## config.mk

```make
export PLATFORM = sky130hd
export DESIGN_NAME = ring_counter_multi
export DESIGN_NICKNAME = d
export VERILOG_FILES = /design/src/rtl/ring_counter_multi.sv
export SDC_FILE = /design/constraint.sdc
export NUM_CORES = 1
export LEC_CHECK = 0
export CORE_UTILIZATION = 46
export DETAILED_ROUTE_END_ITERATION = 6
export PLACE_DENSITY = 0.76
export REMOVE_ABC_BUFFERS = 1
export SLEW_MARGIN = 10
export SYNTH_ARGS = -nofsm -noshare
export SYNTH_HDL_FRONTEND = slang
export SYNTH_SLANG_ARGS = --single-unit
```

## constraint.sdc

```tcl
create_clock -name Clock -period 3.1 [get_ports Clock]
set_input_delay 0.775 -clock Clock [delete_from_list [all_inputs] [get_ports Clock]]
set_output_delay 0.775 -clock Clock [all_outputs]
set_load 0.05 [all_outputs]
```

## src/rtl/ring_counter_multi.sv

```systemverilog
// WIDTH-bit one-hot ring / Johnson counter with direction, enable, prescaler,
// parallel load, illegal-state self-correction and a registered wrap pulse.
module ring_counter_multi #(
  parameter int WIDTH = 4,
  parameter int DIV_W = 8
) (
  input  logic             Clock,
  input  logic             Reset_n,
  input  logic             Enable,
  input  logic             Mode,
  input  logic             Dir,
  input  logic [DIV_W-1:0] Div,
  input  logic             Load,
  input  logic [WIDTH-1:0] Load_val,
  output logic [WIDTH-1:0] Count_out,
  output logic [WIDTH-1:0] Count_oeb,
  output logic             Wrap,
  output logic             Illegal
);

  localparam int CW = $clog2(WIDTH + 1);

  logic             mode_q;
  logic [DIV_W-1:0] pre;
  logic             tick;
  logic [WIDTH-1:0] seed_cur;
  logic [WIDTH-1:0] seed_new;
  logic [WIDTH-1:0] stepped;
  logic [WIDTH-1:0] diff;
  logic [CW-1:0]    ones_count;
  logic [CW-1:0]    diff_count;

  // >= rather than == so lowering Div mid-count cannot strand the prescaler
  assign tick     = Enable && (pre >= Div);
  assign seed_cur = mode_q ? '0 : WIDTH'(1);
  assign seed_new = Mode   ? '0 : WIDTH'(1);

  // Johnson legality: adjacent-bit transitions around the ring must be 0 or 2
  genvar gi;
  generate
    for (gi = 0; gi < WIDTH; gi++) begin : g_diff
      assign diff[gi] = Count_out[gi] ^ Count_out[(gi + WIDTH - 1) % WIDTH];
    end
  endgenerate

  always_comb begin
    ones_count = '0;
    diff_count = '0;
    for (int i = 0; i < WIDTH; i++) begin
      ones_count = ones_count + CW'(Count_out[i]);
      diff_count = diff_count + CW'(diff[i]);
    end
  end

  always_comb begin
    if (mode_q)
      Illegal = !((diff_count == CW'(0)) || (diff_count == CW'(2)));
    else
      Illegal = (ones_count != CW'(1));
  end

  always_comb begin
    case ({mode_q, Dir})
      2'b00:   stepped = {Count_out[WIDTH-2:0], Count_out[WIDTH-1]};
      2'b01:   stepped = {Count_out[0], Count_out[WIDTH-1:1]};
      2'b10:   stepped = {Count_out[WIDTH-2:0], ~Count_out[WIDTH-1]};
      default: stepped = {~Count_out[0], Count_out[WIDTH-1:1]};
    endcase
  end

  always_ff @(posedge Clock or negedge Reset_n) begin
    if (!Reset_n) begin
      Count_out <= WIDTH'(1);
      Count_oeb <= '1;
      mode_q    <= 1'b0;
      pre       <= '0;
      Wrap      <= 1'b0;
    end else begin
      Count_oeb <= '0;
      if (Mode != mode_q) begin
        mode_q    <= Mode;
        Count_out <= seed_new;
        pre       <= '0;
        Wrap      <= 1'b0;
      end else if (Load) begin
        Count_out <= Load_val;
        pre       <= '0;
        Wrap      <= 1'b0;
      end else if (tick && Illegal) begin
        Count_out <= seed_cur;
        pre       <= '0;
        Wrap      <= 1'b0;
      end else if (tick) begin
        Count_out <= stepped;
        pre       <= '0;
        Wrap      <= (stepped == seed_cur);
      end else begin
        if (Enable)
          pre <= pre + 1'b1;
        Wrap <= 1'b0;
      end
    end
  end

endmodule

```

==> summary.md <==
| Metric | Value |
|---|---|
| Outcome | `complete, but fails checks` |
| Violated checks | `setup timing` |
| Crit end category | `output pin` |
| Gate Count Post-Synth | `~150` |
| Worst Path Required | `2320 ps` |
| Worst clock skew | `5.79 ps` |
| Setup violators final | `1` |
| Seq cells post-synth | `15` |
| PortBufs | `27` |
| Largest net degree at the start of global routing | `16` |
| Peak VDD IR | `0.000389 V` |
| Mapped cell area | `1310 µm²` |
| CP Launch Type | `flip-flop` |
| Fin. Hold Viols | `0` |
| Async S/R FF share, synth | `1.00` |
| Fin crit share | `1.01` |
| Worst Max-Slew Pin Slew | `693 ps` |
| Vias in the first global route | `1256` |
| Area of the multi-input gates | `838 µm²` |
| RSZ-0062 raised after global routing | `true` |
| Unique masters post-synth | `39` |
| Antenna violations before repair | `0` |
| Remaining antenna violation count | `0` |
| Routing usage on met1 | `0.220` |
| Max-slew violations | `0` |
| Gp weighted congestion | `0.849` |
| CP arrival | `2370 ps` |
| Worst-path clk slew | `roughly 100 ps` |
| Vias per inst | `5.65` |
| DIE AREA | `3070 µm²` |
| EDFF count, synth | `0` |
| Io pins | `28` |
| Gr ovfl total | `0` |
| GR Util met3 | `0.0187` |
| Via count | `1192` |
| Min-Delay Path Class | `flip-flop to flip-flop` |
| Final WL | `around 3000 µm` |
| Area growth syn-to-layout | `29.0%` |
| Per-cell routed wire length | `14.1 µm` |
| Crit Path Max Fanout | `2` |
| Design Area, Final | `1690 µm²` |
| Sequential element share of the synthesized area | `0.288` |
| Initial core utilization | `0.506` |
| Die W | `55.4 µm` |
| Mean Syn Cell Area | `8.68 µm²` |
| Power Total | `0.640 mW` |
| Max_slew headroom | `0.537` |
| Placed Area | `1600 µm²` |
| DR iter-0 viols | `21` |
| Pleak | `roughly 0.77 nW` |
| Setup WS pre-CTS | `23.2 ps` |
| Share of cells above drive strength 1 | `0.133` |
| Fin nets | `216` |
| Dpl hpwl | `2320 µm` |
| Height of the die | `55.4 µm` |
| Number of CTS-inserted buffers | `3` |
| Clock Sink Count | `15` |
| Max capacitance violation total | `0` |
| # hold bufs at CTS | `0` |
| Gr usage total | `0.203` |
| Setup ws final | `-44.8 ps` |
| Accumulated negative setup slack | `-44.8 ps` |
| Min Clock Period, post-route | `3140 ps` |
| PwrDens | `379 nW/µm²` |
| Fillers | `about 200` |
| Total iterations of the first detailed-routing run | `4` |
| First-pass GRT wire length | `around 5200 µm` |
| Flip-flop and latch area | `379 µm²` |
| Crit Path Category | `flip-flop to output pin` |
| Core area | `between 2000 and 3000 µm²` |
| Ys flop type | `dfrtp_1` |
| Worst-Skew Late Latency | `290 ps` |
| Row cnt | `18` |
| Syn. warnings | `0` |
| Busiest layer in global routing | `met2` |
| Htree depth | `1` |
| Longest Clk Path Bufs | `2` |
| Peak Freq | `0.318 GHz` |
| Ant diodes | `0` |
| CTS root buf | `clkbuf_4` |
| Drt drc | `0` |
| TritonCTS clock tree | `yes` |
| Met2 Use GR | `0.410` |
[critical path, stage by stage (launching register included)]
cell and delay, ps:
dfstp_2 550, inv_2 50, fa_1 500, inv_1 50
ha_2 180, ha_4 220, nor4b_4 310, nor2_4 80
buf_12 150
[metal layers]
metal | up-vias | wire length, µm
li1 | 593 | -
met1 | 573 | 1260
met2 | 22 | 1620
met3 | 4 | 69
met4 | 0 | 24
met5 | - | 0
[synth_stat cells, drive strengths merged (4+ instances only)]
| cell | count | area [µm²] |
|---|---|---|
| nor2 | 11 | 41.3 |
| nand3 | 8 | 40.0 |
| inv | 18 | 67.6 |
| dfrtp | 13 | 325 |
| xor2 | 10 | 87.6 |
| clkbuf | 4 | 15.0 |
| nand4 | 6 | 37.5 |
| a31oi | 5 | 31.3 |
| ha | 15 | 188 |
| buf | 5 | 38.8 |
| nand2 | 7 | 26.3 |
| o21ai | 11 | 55.1 |
| and3 | 4 | 25.0 |
[placed cells by master, fill, tap and decap left out, types with 2 or more instances in the layout]
cell type	n
buf_4	8
a21oi_1	3
nor2b_1	2
nor3_1	3
a31oi_1	5
a21o_1	2
xor2_1	10
nand3_1	8
o22ai_1	3
xnor2_1	2
nand4_1	6
dfstp_2	2
dfrtp_1	12
ha_1	13
o21ai_0	9
and3_1	4
clkdlybuf4s50_1	26
mux2i_1	2
nor2_1	10
nand2_1	7
clkbuf_4	3
inv_1	17
o21ai_1	2
[area by class of cell]
class                           instances  share of cell area
Clock buffer                            3              0.0133
Multi-Input combinational cell        109               0.496
Inverter                               18              0.0400
Timing Repair Buffer                   35               0.201
Tap cell                               30              0.0222
Sequential cell                        15               0.224
Clock inverter                          1             0.00296
[what timing repair did]
item / CTS / global route
endpoints found under the setup margin: 1 / 1
pin swaps: 3 / 0
resized for setup: 7 / 0
buffers inserted: 2 / 2
[registers in the layout (all words and copies together), names as in the netlist]
| register | cells |
|---|---|
| mode_q | 1 |
| Count_oeb | 1 |
| Wrap | 1 |
| Count_out | 4 |
| pre | 8 |
[final timing paths]
kind | startpoint | endpoint | slack [ps] | cells after the start
min in group asynchronous | Reset_n | pre[1] | 900 | 1
min | pre[7] | pre[7] | 570 | 2
min reg2reg | pre[7] | pre[7] | 570 | 2
max reg2reg | Count_out[0] | Count_out[0] | 430 | 11
max in group asynchronous | Reset_n | Count_out[1] | 1720 | 1
max | Count_out[0] | Illegal | -40 | 8
[through the flow]
| stage | hold WS (ps) | std cells | utilization |
|---|---|---|---|
| floorplan | 479 | 142 | - |
| global placement | 540 | 203 | 0.619 |
| detailed placement | 548 | 203 | 0.619 |
| CTS | 575 | 209 | 0.647 |
| global route | 627 | 211 | 0.653 |
| finish | 570 | 211 | 0.653 |
[kinds of logic after synthesis]
| kind of cell | after synthesis | share of synthesized area |
|---|---|---|
| multiplexers | 2 | 0.0153 |
| adder cells (fa/ha/maj) | 16 | 0.159 |
| other | 1 | 0.00286 |
| AO/OA/AOI/OAI | 33 | 0.178 |
| flip-flops | 15 | 0.288 |
| XOR/XNOR | 12 | 0.0802 |
| AND/OR/NAND/NOR | 45 | 0.184 |
| buffers and inverters | 27 | 0.0926 |
[where the power goes]
| group | internal (mW) | switching, mW | total (mW) |
|---|---|---|---|
| logic | 0.142 | 0.166 | 0.307 |
| registers | 0.205 | 0.0122 | 0.218 |
| clock network | 0.0479 | 0.0675 | 0.115 |
(Power assumes the default switching activity.)
==> RTL change (same flow settings) <==
Add an input register stage for `Enable`, `Mode`, `Dir`, `Div`, `Load` and `Load_val`, without a reset; this delays them by one clock.
--- a/src/rtl/ring_counter_multi.sv
+++ b/src/rtl/ring_counter_multi.sv
@@ -22,2 +22,18 @@
 
+  logic Enable_q;
+  logic Mode_q;
+  logic Dir_q;
+  logic [DIV_W-1:0] Div_q;
+  logic Load_q;
+  logic [WIDTH-1:0] Load_val_q;
+
+  always_ff @(posedge Clock) begin
+    Enable_q   <= Enable;
+    Mode_q     <= Mode;
+    Dir_q      <= Dir;
+    Div_q      <= Div;
+    Load_q     <= Load;
+    Load_val_q <= Load_val;
+  end
+
   logic             mode_q;
@@ -33,5 +49,5 @@
   // >= rather than == so lowering Div mid-count cannot strand the prescaler
-  assign tick     = Enable && (pre >= Div);
+  assign tick     = Enable_q && (pre >= Div_q);
   assign seed_cur = mode_q ? '0 : WIDTH'(1);
-  assign seed_new = Mode   ? '0 : WIDTH'(1);
+  assign seed_new = Mode_q ? '0 : WIDTH'(1);
 
@@ -62,3 +78,3 @@
   always_comb begin
-    case ({mode_q, Dir})
+    case ({mode_q, Dir_q})
       2'b00:   stepped = {Count_out[WIDTH-2:0], Count_out[WIDTH-1]};
@@ -79,4 +95,4 @@
       Count_oeb <= '0;
-      if (Mode != mode_q) begin
-        mode_q    <= Mode;
+      if (Mode_q != mode_q) begin
+        mode_q    <= Mode_q;
         Count_out <= seed_new;
@@ -84,4 +100,4 @@
         Wrap      <= 1'b0;
-      end else if (Load) begin
-        Count_out <= Load_val;
+      end else if (Load_q) begin
+        Count_out <= Load_val_q;
         pre       <= '0;
@@ -97,3 +113,3 @@
       end else begin
-        if (Enable)
+        if (Enable_q)
           pre <= pre + 1'b1;
Check against the original RTL: not equivalent (Yosys sat finds a counterexample within 4 cycles, from zero or initial values and one cycle with Reset_n low).
==> RTL change against the unedited design <==
- the flow still finishes with violations (setup timing)
- sequential cell count increased by 16
- sequential power grew 100%
- cell area rose by 18%
- power is 52% higher
- synthesized area is 23% higher
- via count shrank 1.4%
- count of clock-buffer cells in the layout is 4 higher
- setup slack improved by 20 ps
- first-iteration DRC count shrank 24%
- wire length shrank 2.0%
- largest cell class unchanged
==> RTL change: results (changes against the unedited design) <==
| Metric | Value |
|---|---|
| Outcome | finished, violations left (unchanged) |
| Violations in the final reports | setup timing (unchanged) |
| Layout cell share with drive strength beyond 1 | 12.6% (was 13.3%) |
| Cell Count, Final, Fillers Out | 236 (was 211) |
| Final RePlAce weighted congestion | 0.777 (was 0.849) |
| Later-pin clock latency in the skew report | 330 ps (was 290 ps) |
| Overall routing resource usage | 18.5% (was 20.3%) |
| Slew HR | 52.9% (was 53.7%) |
| Sw Share | 32.2% (was 38.3%) |
| Layout net count | 223 (was 216) |
| Htree depth | 2 (was 1) |
| Setup_tns | -24.3 ps (was -44.8 ps) |
| Reg power frac | 45.4% (was 34.0%) |
| Post-Synth Adder-Cell Area | 12.9% (was 15.9%) |
| Post-DP Area | 1900 um2 (was 1600 um2) |
| Clk_skew | 11.9 ps (was 5.79 ps) |
| Post-place setup slack | 94.0 ps (was 23.2 ps) |
| Final worst slack | -24.3 ps (was -44.8 ps) |
| Final setup fails | 1 (unchanged) |
| Top Registers | Div_q: 8 flops, pre: 8 flops (was pre: 8 flops, Count_out: 4 flops) |
| Lkg Pwr | 0.937 nW (was 0.772 nW) |
| PostCTS Resize Cnt | 4 (was 7) |
| R2r setup slk | 350 ps (was 430 ps) |
| Synth area leaders | dfrtp_1, dfxtp_1, ha_1 (was dfrtp_1, ha_1, xor2_1) |
| Dpl cells | 226 (was 203) |
| Top FF cell, synth | dfxtp_1 (was dfrtp_1) |
## RTL change: cell count changes after synthesis, sizes merged, moves of 3 or more
cell	before	now
dfxtp	0	16
o21ai	11	4
a21oi	3	8
a31oi	5	1
nand2	7	11
nand4	6	2
a22o	0	3
nand3	8	5
nor3	3	0
o22ai	3	0
## RTL change: routing by layer
metal	wire, um	global-route usage (%)
met1	1180	19.7
met2	1550	32.0
met3	117	6.93
met4	62	9.09
met5	0	0
## RTL change: worst min path at each step
stage | cells after the start | from | slack (ps) | to
global placement | 0 | Mode_q | 410 | mode_q
global route | 0 | Mode_q | 440 | mode_q
floorplan | 0 | Mode_q | 380 | mode_q
finish | 0 | Mode_q | 410 | mode_q
CTS | 0 | Mode_q | 420 | mode_q
detailed placement | 0 | Mode_q | 400 | mode_q
## RTL change: worst max-delay path, delay by kind of cell, from the launching register on
| family | cells | cell delay, ps |
|---|---|---|
| AO/OA/AOI/OAI | 1 | 80 |
| flip-flops | 1 | 550 |
| adder cells (fa/ha/maj) | 3 | 880 |
| buffers and inverters | 3 | 270 |
| AND/OR/NAND/NOR | 1 | 230 |
## RTL change: logic make-up after synthesis
group                    after synthesis
buffers and inverters                 27
XOR/XNOR                              14
multiplexers                           2
other                                  1
adder cells (fa/ha/maj)               16
AND/OR/NAND/NOR                       45
flip-flops                            31
AO/OA/AOI/OAI                         25
## RTL change: layout make-up
| class | instances | area, um2 |
|---|---|---|
| clock buffer | 7 | 45.0 |
| clock inverter | 1 | 5.00 |
| fill | 287 | 1340 |
| inverter | 16 | 60.1 |
| multi-input combinational | 103 | 815 |
| sequential | 31 | 698 |
| tap | 46 | 57.6 |
| timing repair buffer | 32 | 318 |
